**src/rtl/shared_alu_pkg.sv**
```systemverilog
// Shared types for the handshaked shared ALU: op codes, FSM states, result flags.
// The MUL state only exists when SHARED_ALU_MUL_EN is defined.
package shared_alu_pkg;

  typedef enum logic [2:0] {
    OP_ADD = 3'b000,
    OP_SUB = 3'b001,
    OP_AND = 3'b010,
    OP_OR  = 3'b011,
    OP_XOR = 3'b100,
    OP_SHL = 3'b101,
    OP_SHR = 3'b110,
    OP_MUL = 3'b111
  } op_e;

`ifdef SHARED_ALU_MUL_EN
  typedef enum logic [1:0] {
    ST_IDLE = 2'd0,
    ST_HOLD = 2'd1,
    ST_MUL  = 2'd2
  } state_e;
`else
  typedef enum logic [0:0] {
    ST_IDLE = 1'b0,
    ST_HOLD = 1'b1
  } state_e;
`endif

  typedef struct packed {
    logic carry;
    logic zero;
    logic ovf;
    logic err;
  } flags_t;

endpackage

```
**src/rtl/shared_alu_mul_iter.sv**
```systemverilog
// Iterative shift-add multiplier: load performs the first step, each further step
// retires one multiplier bit; o_done rises once all WIDTH bits are consumed.
module shared_alu_mul_iter #(
  parameter int WIDTH = 8
) (
  input  logic                 clk,
  input  logic                 rst_n,
  input  logic                 i_load,
  input  logic                 i_step,
  input  logic [WIDTH-1:0]     i_a,
  input  logic [WIDTH-1:0]     i_b,
  output logic                 o_done,
  output logic [2*WIDTH-1:0]   o_product
);

  localparam int CNT_W = $clog2(WIDTH + 1);
  localparam logic [CNT_W-1:0] CNT_LAST = CNT_W'(WIDTH);

  logic [CNT_W-1:0]   r_cnt;
  logic [WIDTH-1:0]   r_a;
  logic [2*WIDTH-1:0] r_prod;

  logic [2*WIDTH-1:0] w_src;
  logic [2*WIDTH-1:0] w_next;
  logic [WIDTH-1:0]   w_a;
  logic [WIDTH:0]     w_sum;

  // Upper half accumulates the multiplicand, lower half holds the unconsumed multiplier bits.
  always_comb begin
    w_src  = i_load ? {{WIDTH{1'b0}}, i_b} : r_prod;
    w_a    = i_load ? i_a : r_a;
    w_sum  = {1'b0, w_src[2*WIDTH-1:WIDTH]} + {1'b0, w_a};
    w_next = w_src[0] ? {w_sum, w_src[WIDTH-1:1]} : {1'b0, w_src[2*WIDTH-1:1]};
  end

  assign o_done    = (r_cnt == CNT_LAST);
  assign o_product = r_prod;

  always_ff @(posedge clk) begin
    if (!rst_n) begin
      r_cnt  <= '0;
      r_a    <= '0;
      r_prod <= '0;
    end else if (i_load) begin
      r_cnt  <= CNT_W'(1);
      r_a    <= i_a;
      r_prod <= w_next;
    end else if (i_step && !o_done) begin
      r_cnt  <= r_cnt + CNT_W'(1);
      r_prod <= w_next;
    end
  end

endmodule

```
**src/rtl/shared_alu_seq.sv**
```systemverilog
// Handshaked shared ALU: one op in flight, registered result and flags held until taken.
// Define SHARED_ALU_MUL_EN to build the iterative multiplier for op 111 (otherwise illegal).
module shared_alu_seq
  import shared_alu_pkg::*;
#(
  parameter int WIDTH = 8
) (
  input  logic             clk,
  input  logic             rst_n,
  input  logic             in_valid,
  output logic             in_ready,
  input  logic [2:0]       in_op,
  input  logic [WIDTH-1:0] in_a,
  input  logic [WIDTH-1:0] in_b,
  output logic             out_valid,
  input  logic             out_ready,
  output logic [WIDTH-1:0] out_result,
  output logic             out_carry,
  output logic             out_zero,
  output logic             out_ovf,
  output logic             out_err
);

  localparam logic [WIDTH-1:0] SHIFT_LIMIT = WIDTH'(WIDTH);

  state_e           r_state;
  state_e           w_state_next;
  logic [WIDTH-1:0] r_result;
  flags_t           r_flags;

  op_e              w_op;
  logic [WIDTH:0]   w_sum;
  logic [WIDTH:0]   w_diff;
  logic             w_shift_big;
  logic [WIDTH-1:0] w_alu_result;
  flags_t           w_alu_flags;
  logic             w_capture_alu;

`ifdef SHARED_ALU_MUL_EN
  logic               w_mul_load;
  logic               w_mul_step;
  logic               w_mul_done;
  logic               w_capture_mul;
  logic [2*WIDTH-1:0] w_mul_product;
  flags_t             w_mul_flags;

  shared_alu_mul_iter #(.WIDTH(WIDTH)) u_mul (
    .clk       (clk),
    .rst_n     (rst_n),
    .i_load    (w_mul_load),
    .i_step    (w_mul_step),
    .i_a       (in_a),
    .i_b       (in_b),
    .o_done    (w_mul_done),
    .o_product (w_mul_product)
  );

  always_comb begin
    w_mul_flags       = '0;
    w_mul_flags.zero  = (w_mul_product[WIDTH-1:0] == '0);
    w_mul_flags.ovf   = |w_mul_product[2*WIDTH-1:WIDTH];
  end
`endif

  // Single-cycle datapath works straight off the request; results only matter on acceptance.
  always_comb begin
    w_op         = op_e'(in_op);
    w_sum        = {1'b0, in_a} + {1'b0, in_b};
    w_diff       = {1'b0, in_a} - {1'b0, in_b};
    w_shift_big  = (in_b >= SHIFT_LIMIT);
    w_alu_result = '0;
    w_alu_flags  = '0;
    case (w_op)
      OP_ADD: begin
        w_alu_result      = w_sum[WIDTH-1:0];
        w_alu_flags.carry = w_sum[WIDTH];
        w_alu_flags.ovf   = (in_a[WIDTH-1] == in_b[WIDTH-1]) && (w_sum[WIDTH-1] != in_a[WIDTH-1]);
      end
      OP_SUB: begin
        w_alu_result      = w_diff[WIDTH-1:0];
        w_alu_flags.carry = w_diff[WIDTH];
        w_alu_flags.ovf   = (in_a[WIDTH-1] != in_b[WIDTH-1]) && (w_diff[WIDTH-1] != in_a[WIDTH-1]);
      end
      OP_AND:  w_alu_result = in_a & in_b;
      OP_OR:   w_alu_result = in_a | in_b;
      OP_XOR:  w_alu_result = in_a ^ in_b;
      OP_SHL:  w_alu_result = w_shift_big ? '0 : (in_a << in_b);
      OP_SHR:  w_alu_result = w_shift_big ? '0 : (in_a >> in_b);
      default: w_alu_flags.err = 1'b1;
    endcase
    w_alu_flags.zero = (w_alu_result == '0);
  end

  always_comb begin
    w_state_next  = r_state;
    w_capture_alu = 1'b0;
`ifdef SHARED_ALU_MUL_EN
    w_mul_load    = 1'b0;
    w_mul_step    = 1'b0;
    w_capture_mul = 1'b0;
`endif
    case (r_state)
      ST_IDLE: begin
        if (in_valid) begin
`ifdef SHARED_ALU_MUL_EN
          if (w_op == OP_MUL) begin
            w_mul_load   = 1'b1;
            w_state_next = ST_MUL;
          end else begin
            w_capture_alu = 1'b1;
            w_state_next  = ST_HOLD;
          end
`else
          w_capture_alu = 1'b1;
          w_state_next  = ST_HOLD;
`endif
        end
      end
`ifdef SHARED_ALU_MUL_EN
      ST_MUL: begin
        if (w_mul_done) begin
          w_capture_mul = 1'b1;
          w_state_next  = ST_HOLD;
        end else begin
          w_mul_step = 1'b1;
        end
      end
`endif
      ST_HOLD: begin
        if (out_ready) w_state_next = ST_IDLE;
      end
      default: w_state_next = ST_IDLE;
    endcase
  end

  always_ff @(posedge clk) begin
    if (!rst_n) begin
      r_state  <= ST_IDLE;
      r_result <= '0;
      r_flags  <= '0;
    end else begin
      r_state <= w_state_next;
      if (w_capture_alu) begin
        r_result <= w_alu_result;
        r_flags  <= w_alu_flags;
      end
`ifdef SHARED_ALU_MUL_EN
      else if (w_capture_mul) begin
        r_result <= w_mul_product[WIDTH-1:0];
        r_flags  <= w_mul_flags;
      end
`endif
    end
  end

  assign in_ready   = (r_state == ST_IDLE);
  assign out_valid  = (r_state == ST_HOLD);
  assign out_result = r_result;
  assign out_carry  = r_flags.carry;
  assign out_zero   = r_flags.zero;
  assign out_ovf    = r_flags.ovf;
  assign out_err    = r_flags.err;

endmodule

```
**config.mk**
```make
export PLATFORM = sky130hd
export DESIGN_NAME = shared_alu_seq
export DESIGN_NICKNAME = d
export VERILOG_FILES = /design/src/rtl/shared_alu_pkg.sv /design/src/rtl/shared_alu_mul_iter.sv /design/src/rtl/shared_alu_seq.sv
export SDC_FILE = /design/constraint.sdc
export NUM_CORES = 1
export LEC_CHECK = 0
export ABC_CLOCK_PERIOD_IN_PS = 2900
export BUFFER_PORTS_ARGS = -buffer_cell sky130_fd_sc_hd__buf_4
export CAP_MARGIN = 20
export CORE_MARGIN = 2
export CORE_UTILIZATION = 58
export CTS_BUF_LIST = sky130_fd_sc_hd__clkbuf_16
export CTS_CLUSTER_DIAMETER = 30
export DETAILED_ROUTE_END_ITERATION = 16
export PLACE_DENSITY = 0.79
export SLEW_MARGIN = 10
export SYNTH_ARGS = -nofsm -noshare
export SYNTH_HDL_FRONTEND = slang
export SYNTH_SLANG_ARGS = --single-unit
```
**constraint.sdc**
```tcl
create_clock -name clk -period 2.9 [get_ports clk]
set_clock_uncertainty 0.1 [all_clocks]
set_input_delay 0.145 -clock clk [delete_from_list [all_inputs] [get_ports clk]]
set_output_delay 0.145 -clock clk [all_outputs]
set_load 0.02 [all_outputs]
```
==> flow_metrics.py <==
metrics = {
    "outcome": {
        "status": "complete, no violations",
    },
    "setup_path": {
        "critPathKind": "in -> reg",
        "critPathMaxFanout": 13,
        "rr_endpoint": "out_zero",
        "r2r_start": "out_valid",
        "required_ps": 2960,
        "cp.arrival_ps": 2510,
        "start_kind": "input pin",
        "rr_worst_depth": 7,
        "worstSetupEndpointType": "flop",
        "rrSetupSlack_ps": 1010,
    },
    "synthesis": {
        "synth_sequential_area_ratio_pct": 11.7,
        "synthArstFlopShare_pct": 0,
        "syn_inst": 302,
        "synth_area_leaders": "ha_1 15%, dfxtp_1 12%, mux4_2 6.1%",
        "synth_area_sq_um": 2230,
        "synth_edf_count": 0,
        "ys_warn_count": 0,
        "synth_simple_gate_area_share_pct": 23.3,
        "post_synth_num_cell_types": 58,
        "ys.flop_type": "dfxtp_1",
        "ys_ff_latch": 13,
        "synth_top_cell_by_area": "ha_1",
        "synth-compound-area-share_pct": 26.6,
        "syn-num-nets": 353,
        "synth-adder-area-share_pct": 16.4,
        "synth.area.mux_share_pct": 10.2,
        "synth_xor_area_share_pct": 3.54,
        "syn_avg_cell_area_sq_um": 7.38,
        "synth_top_family_by_area": "compound AO/OA/AOI/OAI gates",
        "synth_top_area_share_pct": 14.6,
    },
    "layout": {
        "area_growth_pct": 16.3,
        "n_fill_cell": 306,
        "finish.net_count": 382,
        "final_common_cell": "buf_4",
        "final_cell_mix": "41 x buf_4, 30 x nor2_1, 26 x nand2_1, 26 x ha_1, 25 x inv_1",
        "drive_above_1_share_pct": 16.4,
        "diodes": 0,
    },
    "power": {
        "ir_drop_mv": 0.238,
        "power.density_nw_per_um2": 326,
        "p_leak_nw": 1.16,
    },
    "die": {
        "coreArea_sq_um": 3690,
        "start_util_pct": 60.4,
        "fp.dieH_um": 66,
        "die_area_sq_um": 4360,
        "io_pins": 37,
        "rows": 22,
        "die_w_um": 66,
    },
    "clock_network": {
        "cts_resized": 0,
        "clock_latency_ps": 240,
        "cts.hold.buffers_added": 0,
        "cts.clk_slew.worst_paths_ps": 40,
        "cts-htree-levels": 1,
        "cts_buffer_depth": 2,
        "cts_root_buffer": "clkbuf_16",
        "cts_tree": "done",
        "cts-buffers-inserted": 3,
        "cts_num_sinks": 13,
        "post_cts_buffers": 0,
    },
    "route": {
        "drt-wirelength-per-cell_um": 17.4,
        "dr_total_vias": 2435,
        "antenna_left": 0,
        "wl_mm": 6.57,
        "drc": 0,
        "drtIter0Drc": 285,
        "viasPerCell": 6.44,
        "dr.pass1.iters": 5,
    },
    "placement": {
        "portBuffers": 36,
        "hpwl_mm": 4.94,
        "routabilityCongestion": 0.981,
        "pre_cts_slack_ps": 255,
    },
    "sta": {
        "period_needed_ps": 2450,
        "clock.fmax_ghz": 0.408,
        "slew_viol_final": 0,
        "finalHoldViolations": 0,
        "final.setup.worst_slack_ps": 446,
        "fin_hold_ws_ps": 101,
        "setup_tns_ps": 0,
        "slew_headroom_pct": 45.8,
        "rsz0062_at_grt": "no",
        "max_slew.worst_pin.slew_ps": 811,
        "period_share_pct": 84.6,
        "setup_viol_count_final": 0,
    },
    "worst_hold_path": {
        "hold_start": "rst_n",
        "holdPathEnd": "out_result[3]",
        "hold_depth": 3,
        "hold_path_class": "in -> reg",
    },
    "grt": {
        "gr-total-overflow": 0,
        "grt_usage_pct": 31.3,
        "grt_pass1_wl_mm": 10.6,
        "grt_antenna_before_repair": 0,
        "grt_pass1_vias": 2164,
        "grt_max_degree": 34,
    },
    "run": {
        "maxCapViolations": 0,
    },
}
[synthesized netlist by cell type, types with 3 or more instances]
master and n:
a221oi_1 3, xnor2_1 6, a21oi_1 18, inv_1 24
nor4_1 3, o211ai_1 6, o21ai_0 13, nor3_1 17
nand2_1 26, dfxtp_1 13, o22ai_1 3, nor2b_1 5
nand2b_1 7, buf_2 7, nand3b_1 3, clkbuf_1 7
clkinv_1 3, nand3_1 5, o31ai_1 3, mux4_2 6
ha_1 26, mux2i_1 8, xor2_1 3, and3_1 3
a31oi_1 8, nor2_1 30, a211oi_1 5
[stage by stage]
stage                     power, W  cells  cell area (sq um)  utilization [%]
final                     0.000846    378               2590             70.3
after floorplan           0.000464    302               2230                -
after detailed placement  0.000583    374               2510             68.1
after global routing      0.000894    378               2590             70.3
after CTS                 0.000837    378               2590             70.3
after global placement    0.000579    374               2510             68.1
[worst max-delay path: stages]
cell and delay, ps:
buf_4 180, inv_1 90, ha_1 320, a21oi_1 290, o211ai_1 180, o22ai_1 290, nor2b_1 80, a2111o_1 370
or3_1 380, o31ai_2 180
[metal layers]
metal / wire length (um) / track usage (%) / vias up
met5: 0 / 0 / -
met2: 2890 / 47.1 / 148
met4: 107 / 7.14 / 0
met1: 2960 / 47.8 / 1120
met3: 608 / 3.07 / 13
li1: - / - / 1154
[cells by family (layout without fill, tap and decap cells)]
kind of cell               after synthesis  after routing
xor gates and xnor gates                 9              9
DFF                                     13             13
muxes                                   15             15
and+or+nand+nor                        108            108
AOI/OAI and AO/OA                       85             85
buffers and inverters                   44             72
adders and majority gates               28             28
[where the power goes]
part	switching, W	internal [W]	total, W
Combinational	0.000231	0.000161	0.000392
Clock	0.0000728	0.000181	0.000254
Sequential	0.00000702	0.000193	0.000200
[sequential cells by signal, indices dropped and copies added (netlist names)]
register,flops
out_result,8
out_carry,1
out_err,1
out_ovf,1
out_valid,1
out_zero,1
[how the worst max path moves through the flow]
stage	startpoint	endpoint	slack (ps)	cells after the start
final	in_b[1]	out_zero	450	10
after global routing	in_a[4]	out_zero	280	10
after CTS	in_a[4]	out_zero	470	10
after detailed placement	in_a[4]	out_zero	260	10
after global placement	in_a[4]	out_zero	280	10
after floorplan	in_b[1]	out_zero	280	11
[area by class of cell]
class	count	area [sq um]	area share, %
multi-input combinational	245	1780	68.8
sequential	13	260	10.0
clock buffer	3	75.1	2.90
timing repair buffer	41	308	11.9
clock inverter	1	3.75	0.145
tap	48	60.1	2.32
inverter	27	101	3.91
(Power assumes the default switching activity.)
